==> src/rtl/hazard_unit_pkg.sv <==
// Shared encodings for the hazard unit: forward selects,
// multiplier FSM states and sequencing counter width.
package hazard_unit_pkg;

  localparam int CNT_W = 4;

  localparam logic [1:0] FWD_RF  = 2'b00;
  localparam logic [1:0] FWD_WB  = 2'b01;
  localparam logic [1:0] FWD_MEM = 2'b10;

  typedef enum logic {
    S_IDLE = 1'b0,
    S_BUSY = 1'b1
  } mul_state_e;

  // E-stage operand select; the M stage holds the younger
  // result, so it wins over W.
  function automatic logic [1:0] fwd_sel(
    input logic [4:0] rs,
    input logic [4:0] wm,
    input logic       rwm,
    input logic [4:0] ww,
    input logic       rww
  );
    logic hit_m;
    logic hit_w;
    hit_m = (rs != 5'd0) && (rs == wm) && rwm;
    hit_w = (rs != 5'd0) && (rs == ww) && rww;
    if (hit_m)      return FWD_MEM;
    else if (hit_w) return FWD_WB;
    else            return FWD_RF;
  endfunction

endpackage

==> src/rtl/hazard_unit_if.sv <==
// Pipeline <-> hazard unit bundle: register numbers and stage
// flags in, forward selects and stall/flush controls out.
interface hazard_unit_if;
  logic [4:0] RsD;
  logic [4:0] RtD;
  logic [4:0] RsE;
  logic [4:0] RtE;
  logic [4:0] WriteRegE;
  logic [4:0] WriteRegM;
  logic [4:0] WriteRegW;
  logic       RegWriteE;
  logic       RegWriteM;
  logic       RegWriteW;
  logic       MemtoRegE;
  logic       MemtoRegM;
  logic       BranchD;
  logic       PCSrcD;
  logic       JumpD;
  logic       MulStartE;

  logic       ForwardAD;
  logic       ForwardBD;
  logic [1:0] ForwardAE;
  logic [1:0] ForwardBE;
  logic       StallF;
  logic       StallD;
  logic       StallE;
  logic       FlushD;
  logic       FlushE;
  logic       MulBusy;
  logic       MulDoneE;

  modport master (
    output RsD, RtD, RsE, RtE,
    output WriteRegE, WriteRegM, WriteRegW,
    output RegWriteE, RegWriteM, RegWriteW,
    output MemtoRegE, MemtoRegM,
    output BranchD, PCSrcD, JumpD, MulStartE,
    input  ForwardAD, ForwardBD,
    input  ForwardAE, ForwardBE,
    input  StallF, StallD, StallE,
    input  FlushD, FlushE,
    input  MulBusy, MulDoneE
  );

  modport slave (
    input  RsD, RtD, RsE, RtE,
    input  WriteRegE, WriteRegM, WriteRegW,
    input  RegWriteE, RegWriteM, RegWriteW,
    input  MemtoRegE, MemtoRegM,
    input  BranchD, PCSrcD, JumpD, MulStartE,
    output ForwardAD, ForwardBD,
    output ForwardAE, ForwardBE,
    output StallF, StallD, StallE,
    output FlushD, FlushE,
    output MulBusy, MulDoneE
  );
endinterface

==> src/rtl/hazard_unit_mul_sequencer.sv <==
// Multi-cycle multiply sequencer: holds E for MUL_CYCLES-1
// cycles, then pulses done_o. Ports: clk_i, rst_i, start_i,
// stall_o (mulstall), done_o (MulDoneE).
module mul_sequencer
  import hazard_unit_pkg::*;
#(
  parameter int MUL_CYCLES = 4
) (
  input  logic clk_i,
  input  logic rst_i,
  input  logic start_i,
  output logic stall_o,
  output logic done_o
);

  localparam int LOAD_I = (MUL_CYCLES > 1) ?
                          MUL_CYCLES - 2 : 0;
  localparam logic [CNT_W-1:0] LOAD = CNT_W'(LOAD_I);
  localparam logic MULTI = 1'(MUL_CYCLES > 1);

  mul_state_e       state_q;
  logic [CNT_W-1:0] cnt_q;

  logic idle;
  logic busy;
  logic cnt_z;

  assign idle  = (state_q == S_IDLE);
  assign busy  = (state_q == S_BUSY);
  assign cnt_z = (cnt_q == '0);

  always_ff @(posedge clk_i) begin
    if (rst_i) begin
      state_q <= S_IDLE;
      cnt_q   <= '0;
    end else begin
      unique case (state_q)
        S_IDLE: begin
          if (start_i && MULTI) begin
            state_q <= S_BUSY;
            cnt_q   <= LOAD;
          end
        end
        S_BUSY: begin
          // start_i is ignored here: one op at a time
          if (!cnt_z) cnt_q <= cnt_q - 1'b1;
          else        state_q <= S_IDLE;
        end
        default: begin
          state_q <= S_IDLE;
          cnt_q   <= '0;
        end
      endcase
    end
  end

  // The start cycle itself already stalls, so the op sees
  // MUL_CYCLES-1 stall cycles followed by one done cycle.
  assign stall_o = (idle && start_i && MULTI) ||
                   (busy && !cnt_z);

  // Single-cycle multiplies complete in the start cycle.
  assign done_o  = (busy && cnt_z) ||
                   (idle && start_i && !MULTI);

endmodule

==> src/rtl/hazard_unit.sv <==
// Hazard unit: forwarding, load/branch/multiply stalls, flushes.
// Ports: clkH, rstH, hz (hazard_unit_if.slave); StallCount
// (32b stall-cycle counter) only with HAZARD_STALL_CNT_EN.
module hazard_unit
  import hazard_unit_pkg::*;
#(
  parameter int MUL_CYCLES = 4
) (
  input  logic         clkH,
  input  logic         rstH,
  hazard_unit_if.slave hz
`ifdef HAZARD_STALL_CNT_EN
  ,
  output logic [31:0]  StallCount
`endif
);

  logic lwstall;
  logic branchstall;
  logic mulstall;
  logic stall_fd;
  logic hit_be;
  logic hit_bm;

  assign hz.ForwardAD = (hz.RsD != 5'd0) &&
                        (hz.RsD == hz.WriteRegM) &&
                        hz.RegWriteM;
  assign hz.ForwardBD = (hz.RtD != 5'd0) &&
                        (hz.RtD == hz.WriteRegM) &&
                        hz.RegWriteM;

  assign hz.ForwardAE = fwd_sel(hz.RsE,
                                hz.WriteRegM, hz.RegWriteM,
                                hz.WriteRegW, hz.RegWriteW);
  assign hz.ForwardBE = fwd_sel(hz.RtE,
                                hz.WriteRegM, hz.RegWriteM,
                                hz.WriteRegW, hz.RegWriteW);

  assign lwstall = hz.MemtoRegE &&
                   ((hz.RtE == hz.RsD) ||
                    (hz.RtE == hz.RtD));

  // Branch compares in D: wait for an ALU result still in E
  // or a load still in M.
  assign hit_be = hz.RegWriteE &&
                  ((hz.WriteRegE == hz.RsD) ||
                   (hz.WriteRegE == hz.RtD));
  assign hit_bm = hz.MemtoRegM &&
                  ((hz.WriteRegM == hz.RsD) ||
                   (hz.WriteRegM == hz.RtD));
  assign branchstall = hz.BranchD && (hit_be || hit_bm);

  mul_sequencer #(
    .MUL_CYCLES (MUL_CYCLES)
  ) u_mul (
    .clk_i   (clkH),
    .rst_i   (rstH),
    .start_i (hz.MulStartE),
    .stall_o (mulstall),
    .done_o  (hz.MulDoneE)
  );

  assign stall_fd   = lwstall || branchstall || mulstall;
  assign hz.StallF  = stall_fd;
  assign hz.StallD  = stall_fd;
  assign hz.StallE  = mulstall;
  assign hz.MulBusy = mulstall;

  // A held multiply in E must survive a D-side bubble.
  assign hz.FlushE = (lwstall || branchstall) && !mulstall;
  assign hz.FlushD = (hz.PCSrcD || hz.JumpD) && !stall_fd;

`ifdef HAZARD_STALL_CNT_EN
  logic [31:0] scnt_q;
  logic [31:0] scnt_d;

  assign scnt_d = scnt_q + 32'd1;

  always_ff @(posedge clkH) begin
    if (rstH)          scnt_q <= '0;
    else if (stall_fd) scnt_q <= scnt_d;
  end

  assign StallCount = scnt_q;
`endif

endmodule

==> src/flat_wrapper.sv <==
// flat-port wrapper written by rule: the top's interface ports become plain ports
module hazard_unit_flat import hazard_unit_pkg::*;
#(
  parameter int MUL_CYCLES = 4
)
  (clkH, rstH, hz_RsD, hz_RtD, hz_RsE, hz_RtE, hz_WriteRegE, hz_WriteRegM, hz_WriteRegW, hz_RegWriteE, hz_RegWriteM, hz_RegWriteW, hz_MemtoRegE, hz_MemtoRegM, hz_BranchD, hz_PCSrcD, hz_JumpD, hz_MulStartE, hz_ForwardAD, hz_ForwardBD, hz_ForwardAE, hz_ForwardBE, hz_StallF, hz_StallD, hz_StallE, hz_FlushD, hz_FlushE, hz_MulBusy, hz_MulDoneE);
  hazard_unit_if hz_i ();
  input  logic clkH;
  input  logic rstH;
  input wire logic [$bits(hz_i.RsD)-1:0] hz_RsD;
  input wire logic [$bits(hz_i.RtD)-1:0] hz_RtD;
  input wire logic [$bits(hz_i.RsE)-1:0] hz_RsE;
  input wire logic [$bits(hz_i.RtE)-1:0] hz_RtE;
  input wire logic [$bits(hz_i.WriteRegE)-1:0] hz_WriteRegE;
  input wire logic [$bits(hz_i.WriteRegM)-1:0] hz_WriteRegM;
  input wire logic [$bits(hz_i.WriteRegW)-1:0] hz_WriteRegW;
  input wire logic [$bits(hz_i.RegWriteE)-1:0] hz_RegWriteE;
  input wire logic [$bits(hz_i.RegWriteM)-1:0] hz_RegWriteM;
  input wire logic [$bits(hz_i.RegWriteW)-1:0] hz_RegWriteW;
  input wire logic [$bits(hz_i.MemtoRegE)-1:0] hz_MemtoRegE;
  input wire logic [$bits(hz_i.MemtoRegM)-1:0] hz_MemtoRegM;
  input wire logic [$bits(hz_i.BranchD)-1:0] hz_BranchD;
  input wire logic [$bits(hz_i.PCSrcD)-1:0] hz_PCSrcD;
  input wire logic [$bits(hz_i.JumpD)-1:0] hz_JumpD;
  input wire logic [$bits(hz_i.MulStartE)-1:0] hz_MulStartE;
  output wire logic [$bits(hz_i.ForwardAD)-1:0] hz_ForwardAD;
  output wire logic [$bits(hz_i.ForwardBD)-1:0] hz_ForwardBD;
  output wire logic [$bits(hz_i.ForwardAE)-1:0] hz_ForwardAE;
  output wire logic [$bits(hz_i.ForwardBE)-1:0] hz_ForwardBE;
  output wire logic [$bits(hz_i.StallF)-1:0] hz_StallF;
  output wire logic [$bits(hz_i.StallD)-1:0] hz_StallD;
  output wire logic [$bits(hz_i.StallE)-1:0] hz_StallE;
  output wire logic [$bits(hz_i.FlushD)-1:0] hz_FlushD;
  output wire logic [$bits(hz_i.FlushE)-1:0] hz_FlushE;
  output wire logic [$bits(hz_i.MulBusy)-1:0] hz_MulBusy;
  output wire logic [$bits(hz_i.MulDoneE)-1:0] hz_MulDoneE;
  assign hz_i.RsD = hz_RsD;
  assign hz_i.RtD = hz_RtD;
  assign hz_i.RsE = hz_RsE;
  assign hz_i.RtE = hz_RtE;
  assign hz_i.WriteRegE = hz_WriteRegE;
  assign hz_i.WriteRegM = hz_WriteRegM;
  assign hz_i.WriteRegW = hz_WriteRegW;
  assign hz_i.RegWriteE = hz_RegWriteE;
  assign hz_i.RegWriteM = hz_RegWriteM;
  assign hz_i.RegWriteW = hz_RegWriteW;
  assign hz_i.MemtoRegE = hz_MemtoRegE;
  assign hz_i.MemtoRegM = hz_MemtoRegM;
  assign hz_i.BranchD = hz_BranchD;
  assign hz_i.PCSrcD = hz_PCSrcD;
  assign hz_i.JumpD = hz_JumpD;
  assign hz_i.MulStartE = hz_MulStartE;
  assign hz_ForwardAD = hz_i.ForwardAD;
  assign hz_ForwardBD = hz_i.ForwardBD;
  assign hz_ForwardAE = hz_i.ForwardAE;
  assign hz_ForwardBE = hz_i.ForwardBE;
  assign hz_StallF = hz_i.StallF;
  assign hz_StallD = hz_i.StallD;
  assign hz_StallE = hz_i.StallE;
  assign hz_FlushD = hz_i.FlushD;
  assign hz_FlushE = hz_i.FlushE;
  assign hz_MulBusy = hz_i.MulBusy;
  assign hz_MulDoneE = hz_i.MulDoneE;
  hazard_unit #(.MUL_CYCLES(MUL_CYCLES)) u_core (.clkH(clkH), .rstH(rstH), .hz(hz_i));
endmodule
==> config.mk <==
export PLATFORM = sky130hd
export DESIGN_NAME = hazard_unit_flat
export DESIGN_NICKNAME = d
export VERILOG_FILES = /design/src/rtl/hazard_unit_pkg.sv /design/src/rtl/hazard_unit_if.sv /design/src/rtl/hazard_unit_mul_sequencer.sv /design/src/rtl/hazard_unit.sv /design/src/flat_wrapper.sv
export SDC_FILE = /design/constraint.sdc
export NUM_CORES = 1
export LEC_CHECK = 0
export ABC_AREA = 1
export BUFFER_PORTS_ARGS = -buffer_cell sky130_fd_sc_hd__buf_2
export CAP_MARGIN = 10
export CORE_MARGIN = 2
export CORE_UTILIZATION = 46
export DETAILED_ROUTE_END_ITERATION = 8
export GPL_TIMING_DRIVEN = 0
export MAX_ROUTING_LAYER = met4
export PLACE_DENSITY = 0.82
export SYNTH_ARGS = -nofsm -noshare
export SYNTH_HDL_FRONTEND = slang
export SYNTH_SLANG_ARGS = --single-unit
==> constraint.sdc <==
create_clock -name clkH -period 1.8 [get_ports clkH]
set_clock_uncertainty 0.2 [all_clocks]
set_input_delay 0.18 -clock clkH [delete_from_list [all_inputs] [get_ports clkH]]
set_output_delay 0.18 -clock clkH [all_outputs]
set_load 0.005 [all_outputs]
==> summary by stage, run 1 <==
Die
The total area inside the core boundary comes to 0.00243 mm². Once the floorplan was initialized, standard cells occupied between 40 and 50% of the core. The die covers just under 0.003 mm². The die width is 54.4 µm. The count of pins on the block boundary is 59.

The number of placement rows is 18. In this run the vertical extent of the chip is ~54 µm.

Global routing
The number of antenna violations at the first check in global routing is 0. The overall routing resource usage is between 20% and 30%. The maximum number of pins on one net before global-route repair is 8. The via count of the first global-routing pass is 1143.

The total global routing overflow is 0. The wire length of the first global-routing pass is 4620 µm.

Yosys
By area the synthesized netlist is led by nand2_1, inv_1, xnor2_1. The post-synth design cell area is 0.00117 mm². The mean cell area of the mapped netlist is 5.61 µm².

During synthesis, Yosys emitted a total of 0 warnings. Summed over its instances, the top area cell type makes up 21.6% of the synthesized netlist area. The part of the Yosys area used for sequential elements is 8.58%.

The cell accounting for the most synthesized area is nand2_1. The number of synthesized register bits is 5. The post-synthesis instance total is between 200 and 250. In the synthesized netlist the dominant register cell turns out to be dfxtp_1. After synthesis, the share of flip-flops with an asynchronous set or reset is 0%. The number of flops mapped to enable cells by yosys is 0. The post-synthesis net count is approximately 260. The number of distinct library cells after synthesis is 34.

Placed design
The placed cell area is ~0.0015 mm². The detailed placer's ending HPWL is between 2000 and 3000 µm. The number of buffers inserted by port buffering is 52.

The placer congestion estimate is between 0.8 and 0.9.

STA
The time the worst path needs with I/O delays and setup is roughly 1.8 ns. Setup violations remaining at the end of the flow were counted as 0. Hold timing on the final database bottoms out at a slack of around 0.21 ns.

The max-slew violation count is 0. In this run the tightest slew margin relative to its limit is approximately four fifths. Based on the critical path, the design can be clocked at up to ~570 MHz. The final hold violation count came to 0.

The measured slew at the worst slew-check pin is roughly 0.27 ns. Of the available clock period, the critical path in the final layout requires 97.8%. Setup repair after global routing could not meet its margin everywhere.

Critical path
Walking the worst path, the cells encountered are inv_2, ha_4, nand4_1, o21ai_4, nand3_2, nor2_2, buf_2. Of all nets on the critical path, the largest fanout is 3. The worst setup path is launched from a flop. The critical path required time is about 1.4 ns.

The highest-delay cell along the critical path is dfxtp_2. The worst setup path is captured at an output port. Broken down by cell family, the worst path's largest delay share belongs to simple AND/OR/NAND/NOR gates. By startpoint and endpoint, the worst setup path is classified as flop to output port. For this run, the slowest stage of the critical path takes ~0.31 ns.

The critical path contains buffers and inverters numbering 2 combined. The data arrival at the endpoint of the critical path is 1.38 ns.

Power and ir drop
Power spread over the standard cell area amounts to ~440 mW/mm². In this run the static leakage power is between 0.8 and 0.9 nW. Across the VDD grid, the largest voltage drop is between 0.4 and 0.5 mV.

Run status
The run finished with clean final reports.

Final layout
The library cells used most frequently in the layout, excluding fill and tap cells, are nand2_1, buf_2, inv_1. The cell area after layout is roughly 0.0016 mm². The sequential standard cell area is 101 µm².

The layout has ~240 filler cells. Summing all multi-input logic gate instances after layout gives slightly below 900 µm². The post-synthesis to final-layout area growth is 33.0%. The most common cell after layout, fill and taps aside is nand2_1. For this run, the post-layout net count is 317.

The share of layout cells above drive strength 1 is 33.1%. The total inserted antenna cells is 0.

Detailed routing
The number of nets with antenna violations after routing is 0. The count of unresolved DRC violations after routing is 0. The final layout contains routed wiring with a total length of ~3400 µm. After detailed routing, the average wire length per cell comes to 11.2 µm.

The first detailed-routing pass ran for 4 iterations. The number of vias after detailed routing is around 1500. The first routing iteration left 27 violations. Using the TritonRoute via totals, the vias-per-cell ratio works out to approximately 4.9.

Clocking
Counting the buffers created by CTS gives 3. The clock passes through at most 2 buffers. In this run the number of H-tree levels came out at 1. The count of clock tree sinks is 5.

After clock tree synthesis, the clock-pin slew on the worst setup and hold paths is about 0.050 ns. The clock network latency to the later pin of the worst-skew pair is between 0.2 and 0.25 ns. The cell sitting at the root of the clock tree is a clkbuf_4. The TritonCTS clock tree is done.

Flow run
Max-cap violations in this run came to 0.

Min path
The worst hold path class is primary input to flop.
-- Yosys cell counts (2+ instances only) --
cell	count
a211oi_1	2
a21oi_1	4
buf_4	4
buf_6	2
dfxtp_1	5
inv_1	31
inv_2	5
nand2_1	67
nand3_1	6
nand3_2	2
nand4_1	5
nor2_1	23
nor2_2	2
nor3_1	4
nor4_1	3
o21ai_0	2
o22ai_1	2
or2_2	2
xnor2_1	13
xor2_1	10
-- metal layers --
layer	track usage (%)	vias up	share of wire [%]
li1	-	769	-
met2	36.1	52	48
met5	-	-	0
met1	26.8	653	46
met4	7.08	0	1.0
met3	1.64	6	5.2
-- cell type report --
class                   instances  area share, %
plain buffers                   6           3.06
flip-flops and latches          5           6.53
multi-input cells             159           57.3
repair buffers                 59           20.3
well taps                      30           2.42
inverters                      36           8.71
clock buffers                   4           1.69
-- worst paths after layout --
check / startpoint / end / slack, ns / depth (start not counted)
max: u_core.u_mul.cnt_q[1] / hz_FlushD / 0.04 / 7
min: hz_MulStartE / u_core.u_mul.busy / 0.21 / 4
max reg2reg: u_core.u_mul.cnt_q[1] / u_core.u_mul.cnt_q[2] / 0.25 / 8
min reg2reg: u_core.u_mul.cnt_q[3] / u_core.u_mul.cnt_q[3] / 0.30 / 2
-- power breakdown --
| part | total, mW | switching [mW] | internal (mW) | leakage [nW] |
|---|---|---|---|---|
| Clock | 0.136 | 0.0519 | 0.0842 | 0.0150 |
| Combinational | 0.412 | 0.222 | 0.189 | 0.840 |
| Sequential | 0.140 | 0.0124 | 0.128 | 0.0416 |
-- worst reg2reg max path: stages, from the launching register on --
cell and delay (ns):
dfxtp_2 0.31, inv_2 0.08, ha_4 0.14, nand4_1 0.16
o21ai_4 0.14, inv_2 0.08, nand2_1 0.08, xor2_1 0.17
nor2_1 0.07
-- timing repair --
action,4_1_cts,5_1_grt
setup endpoints to repair,6,3
buffers inserted,4,2
cloned,0,0
hold endpoints to repair,3,0
hold buffers,1,0
pin swaps,3,1
gates resized for setup,5,1
-- metrics by stage --
stage	setup TNS [ns]	utilization, %	power (mW)	std cells	setup WS (ns)
after floorplan	0	-	0.370	208	0.282
after global placement	0	60.2	0.494	290	0.0975
after detailed placement	0	60.2	0.502	290	0.0429
after CTS	0	63.4	0.663	298	0.0371
after global routing	-0.0626	63.8	0.747	299	-0.0523
final	0	63.8	0.688	299	0.0388
-- logic make-up (layout without fill, tap and decap cells) --
kind of cell / after synthesis / after routing / synth area share [%]
adders and majority gates: 1 / 1 / 1.07
AOI/OAI and AO/OA: 16 / 16 / 9.34
DFF: 5 / 5 / 8.58
and+or+nand+nor: 119 / 119 / 46.8
xor gates and xnor gates: 23 / 23 / 17.3
buffers and inverters: 44 / 105 / 17.0
-- flip-flops by register name, indices dropped and copies added, names as in the netlist --
name and count:
u_core.u_mul.cnt_q 4, u_core.u_mul.busy 1
No activity file was read; power rests on OpenSTA's default activity.
==> run 2: changes to the inputs <==
==> constraint.sdc (replaced) <==
create_clock -name clkH -period 1.8 [get_ports clkH]
set_clock_uncertainty 0.2 [all_clocks]
set_input_delay 0.27 -clock clkH [delete_from_list [all_inputs] [get_ports clkH]]
set_output_delay 0.27 -clock clkH [all_outputs]
set_load 0.005 [all_outputs]
==> run 2 against run 1 <==
  * Highest routed layer unchanged
  * Clock power barely moved
  * Die area did not move
  * Flip-flop and latch count did not move
  * Non-clock buffer count rose by 1
  * Register-to-register slack barely moved
  * Sequential power barely moved
  * Global-route usage rose by 1.1 points
  * Sequential share of layout area fell by 0.21 points
  * The run now ends with negative setup slack left
  * Critical path type unchanged
  * Combinational power rose by 13%
  * Setup slack got worse by 0.15 ns
==> summary by stage, run 2 (synthesis gave the netlist of run 1 again) <==
Global routing
The overall routing resource usage came to 22.5% (+1.1 points). The wire length of the first global-routing pass came to 4830 µm (+4.6%). The via count of the first global-routing pass is 1170 (+2.4%). The total global routing overflow is 0 (unchanged). The maximum number of pins on one net before global-route repair is 8 (unchanged). The number of antenna violations at the first check in global routing is 0 (unchanged).

Placed design
The detailed placer's ending HPWL is 2580 µm (unchanged). The placed cell area was 0.00146 mm² (unchanged). The placer congestion estimate is 0.882 (unchanged).

The worst setup slack before clock tree synthesis is -0.0472 ns (-0.0901 ns). The number of buffers inserted by port buffering is 52 (unchanged). The total placed cells including tap cells is 290 (unchanged).

Final layout
The most flop-heavy register is u_core.u_mul.cnt_q. The number of inserted filler cells in the final layout is 225 (-4.7%). Leaving out fill and tap cells, the most frequent cell in the layout is nand2_1. In the layout the commonest cells are nand2_1, buf_2, inv_1. The share of layout cells above drive strength 1 is 37.0% (+4.0 points). The share of the core filled with cells in the final layout is 66.8% (+3.0 points). The net total in the final layout is 318 (+0.32%). The flip-flop count of the largest register after layout was 4 (unchanged). The count of placed standard cells in the final layout, fillers left out is 300 (+0.33%).

The sequential standard cell area came to 103 µm² (+1.2%). The multi-input combinational cell area is 908 µm² (+2.3%). The post-synthesis to final-layout area growth is 39.3%. The total inserted antenna cells is 0 (unchanged). The cell area after layout is 0.00162 mm² (+4.7%).

Clocking
Clock tree synthesis selected as its root buffer the cell clkbuf_4. The count of clock tree sinks is 5 (unchanged). The number of CTS-inserted buffers came to 3 (unchanged). The deepest clock path buffer count is 2 (unchanged). TritonCTS built the clock tree.

The clock transition at the register clock pins on the worst setup and hold paths after CTS is 0.05 ns (about the same). The number of hold buffers added after cts is 0 (-1). The level count of the clock H-tree is 1 (unchanged). The clock network latency to the later pin of the worst-skew pair was 0.25 ns (about the same).

Power and ir drop
The cell-internal power is 0.441 mW (+9.8%). The cell area power density came to 455 mW/mm² (+2.7%). The net switching share of the total power is 40.4% (-1.3 points). The portion of total power attributed to sequential cells is 18.9% (-1.5 points).

The fraction of power consumed by the clock network is 18.3% (-1.5 points). The maximum VDD drop is 0.500 mV (+15%). The power share of the combinational group is 62.8% (+3.0 points). The leakage power of the design came to 0.913 nW (+1.8%).

The net switching power is 0.298 mW (+4.1%). The overall power of the completed layout is 0.739 mW (+7.5%).

STA
The measured slew at the worst slew-check pin was 0.275 ns (+0.00454 ns). The time the worst path needs with I/O delays and setup was 1.91 ns (+0.147 ns). The final setup violation count is 4 (+4). The least setup slack across all paths after layout is -0.109 ns (-0.147 ns). The post-route worst hold slack is 0.0394 ns (-0.168 ns). The max-slew violation count is 0 (unchanged). The sum of negative setup slack is -0.369 ns (-0.369 ns). The portion of the clock cycle consumed by the worst path in the final layout was 106% (+8.2 points). The final hold violation count is 0 (unchanged). The normalized max-slew margin is 81.5% (-0.30 points). The achievable clock frequency is 524 MHz (-7.7%).

Setup repair after global routing could not meet its margin everywhere.

Die
The area of the core region is 0.00243 mm² (unchanged). The overall die area was 0.00295 mm² (unchanged). The starting density of the core came to 47.9% (unchanged). The number of placement rows is 18 (unchanged). The count of pins on the block boundary came to 59 (unchanged). The die width is 54.4 µm (unchanged). The vertical die dimension is 54.4 µm (unchanged).

Detailed routing
The number of vias after detailed routing is 1485 (+0.34%). The final wirelength is 3390 µm (+0.86%). The number of nets with antenna violations after routing is 0 (unchanged). The violation count after the first detailed-route iteration came to 50 (+85%). The length of the first detailed-routing pass in iterations is 4 (unchanged). The count of unresolved DRC violations after routing is 0 (unchanged).

The routed wirelength normalized by instance count is 11.3 µm (+0.53%). The detail-routed via count per cell was 4.95 (about the same).

Critical path
The class of the most critical setup path is flop to output port. The endpoint identified for the worst register-to-register timing path is u_core.u_mul.cnt_q[1]. The maximum fanout count along the critical path was 3 (unchanged). The startpoint type of the worst setup path is a flop. The number of cells on the worst reg-to-reg path is 7 (-1). STA classifies the critical path endpoint as an output port.

The register-to-register path setup slack is 0.26 ns (about the same). The critical path starts at u_core.u_mul.cnt_q[1]. The end point of the critical path is hz_StallF.

The data arrival at the endpoint of the critical path is 1.44 ns (+0.06 ns). In this run the critical register-to-register path is launched from u_core.u_mul.cnt_q[1]. The critical path required time is 1.33 ns (-0.09 ns).

Min path
The min-delay analysis places its worst path in the category primary input to flop. The cell depth of the worst hold path came to 2 (-2).

Run status
The flow ran to the end, but the final reports show violations. The final reports fail on negative setup slack.

Flow run
The count of max-cap constraint violations is 0 (unchanged).
run 2: worst min path at each step:
stage,from,end,slack [ns]
floorplan,rstH,u_core.u_mul.busy,0.14
CTS,rstH,u_core.u_mul.busy,0.03
finish,rstH,u_core.u_mul.busy,0.04
detailed placement,u_core.u_mul.cnt_q[3],u_core.u_mul.cnt_q[3],0.28
global placement,u_core.u_mul.cnt_q[3],u_core.u_mul.cnt_q[3],0.28
global route,rstH,u_core.u_mul.busy,0.04
run 2: timing repair:
item / 4_1_cts / 5_1_grt
pin swaps: 3 / 9
resized for setup: 12 / 15
gates cloned: 0 / 0
setup endpoints to repair: 6 / 9
buffers inserted: 6 / 1
run 2: worst max-delay path, cell delays in order, from the launching register on:
cell and delay, ns:
dfxtp_2 0.31, inv_2 0.07, ha_4 0.12, nand4_1 0.16, o21ai_4 0.16, nand3_4 0.12
buf_6 0.13, buf_6 0.10
run 2: layer usage:
metal  vias to the layer above  track usage [%]  share of wire [%]
met5                         -                -                  0
met4                         0             7.08                1.2
met3                         4             1.64                6.1
met2                        57             39.2                 49
met1                       655             27.6                 44
li1                        769                -                  -
run 2: final cells by class:
cell class	instances	area share, %
repair buffers	58	21.2
clock buffers	4	1.62
inverters	36	8.32
multi-input cells	159	55.9
well taps	30	2.31
flip-flops and latches	5	6.32
plain buffers	8	4.31
run 2: power groups by stage:
stage / combinational [mW] / clock (mW) / sequential (mW)
CTS: 0.429 / 0.131 / 0.138
detailed placement: 0.365 / 0 / 0.138
global placement: 0.357 / 0 / 0.137
global route: 0.512 / 0.144 / 0.142
floorplan: 0.235 / 0 / 0.135
finish: 0.464 / 0.135 / 0.140
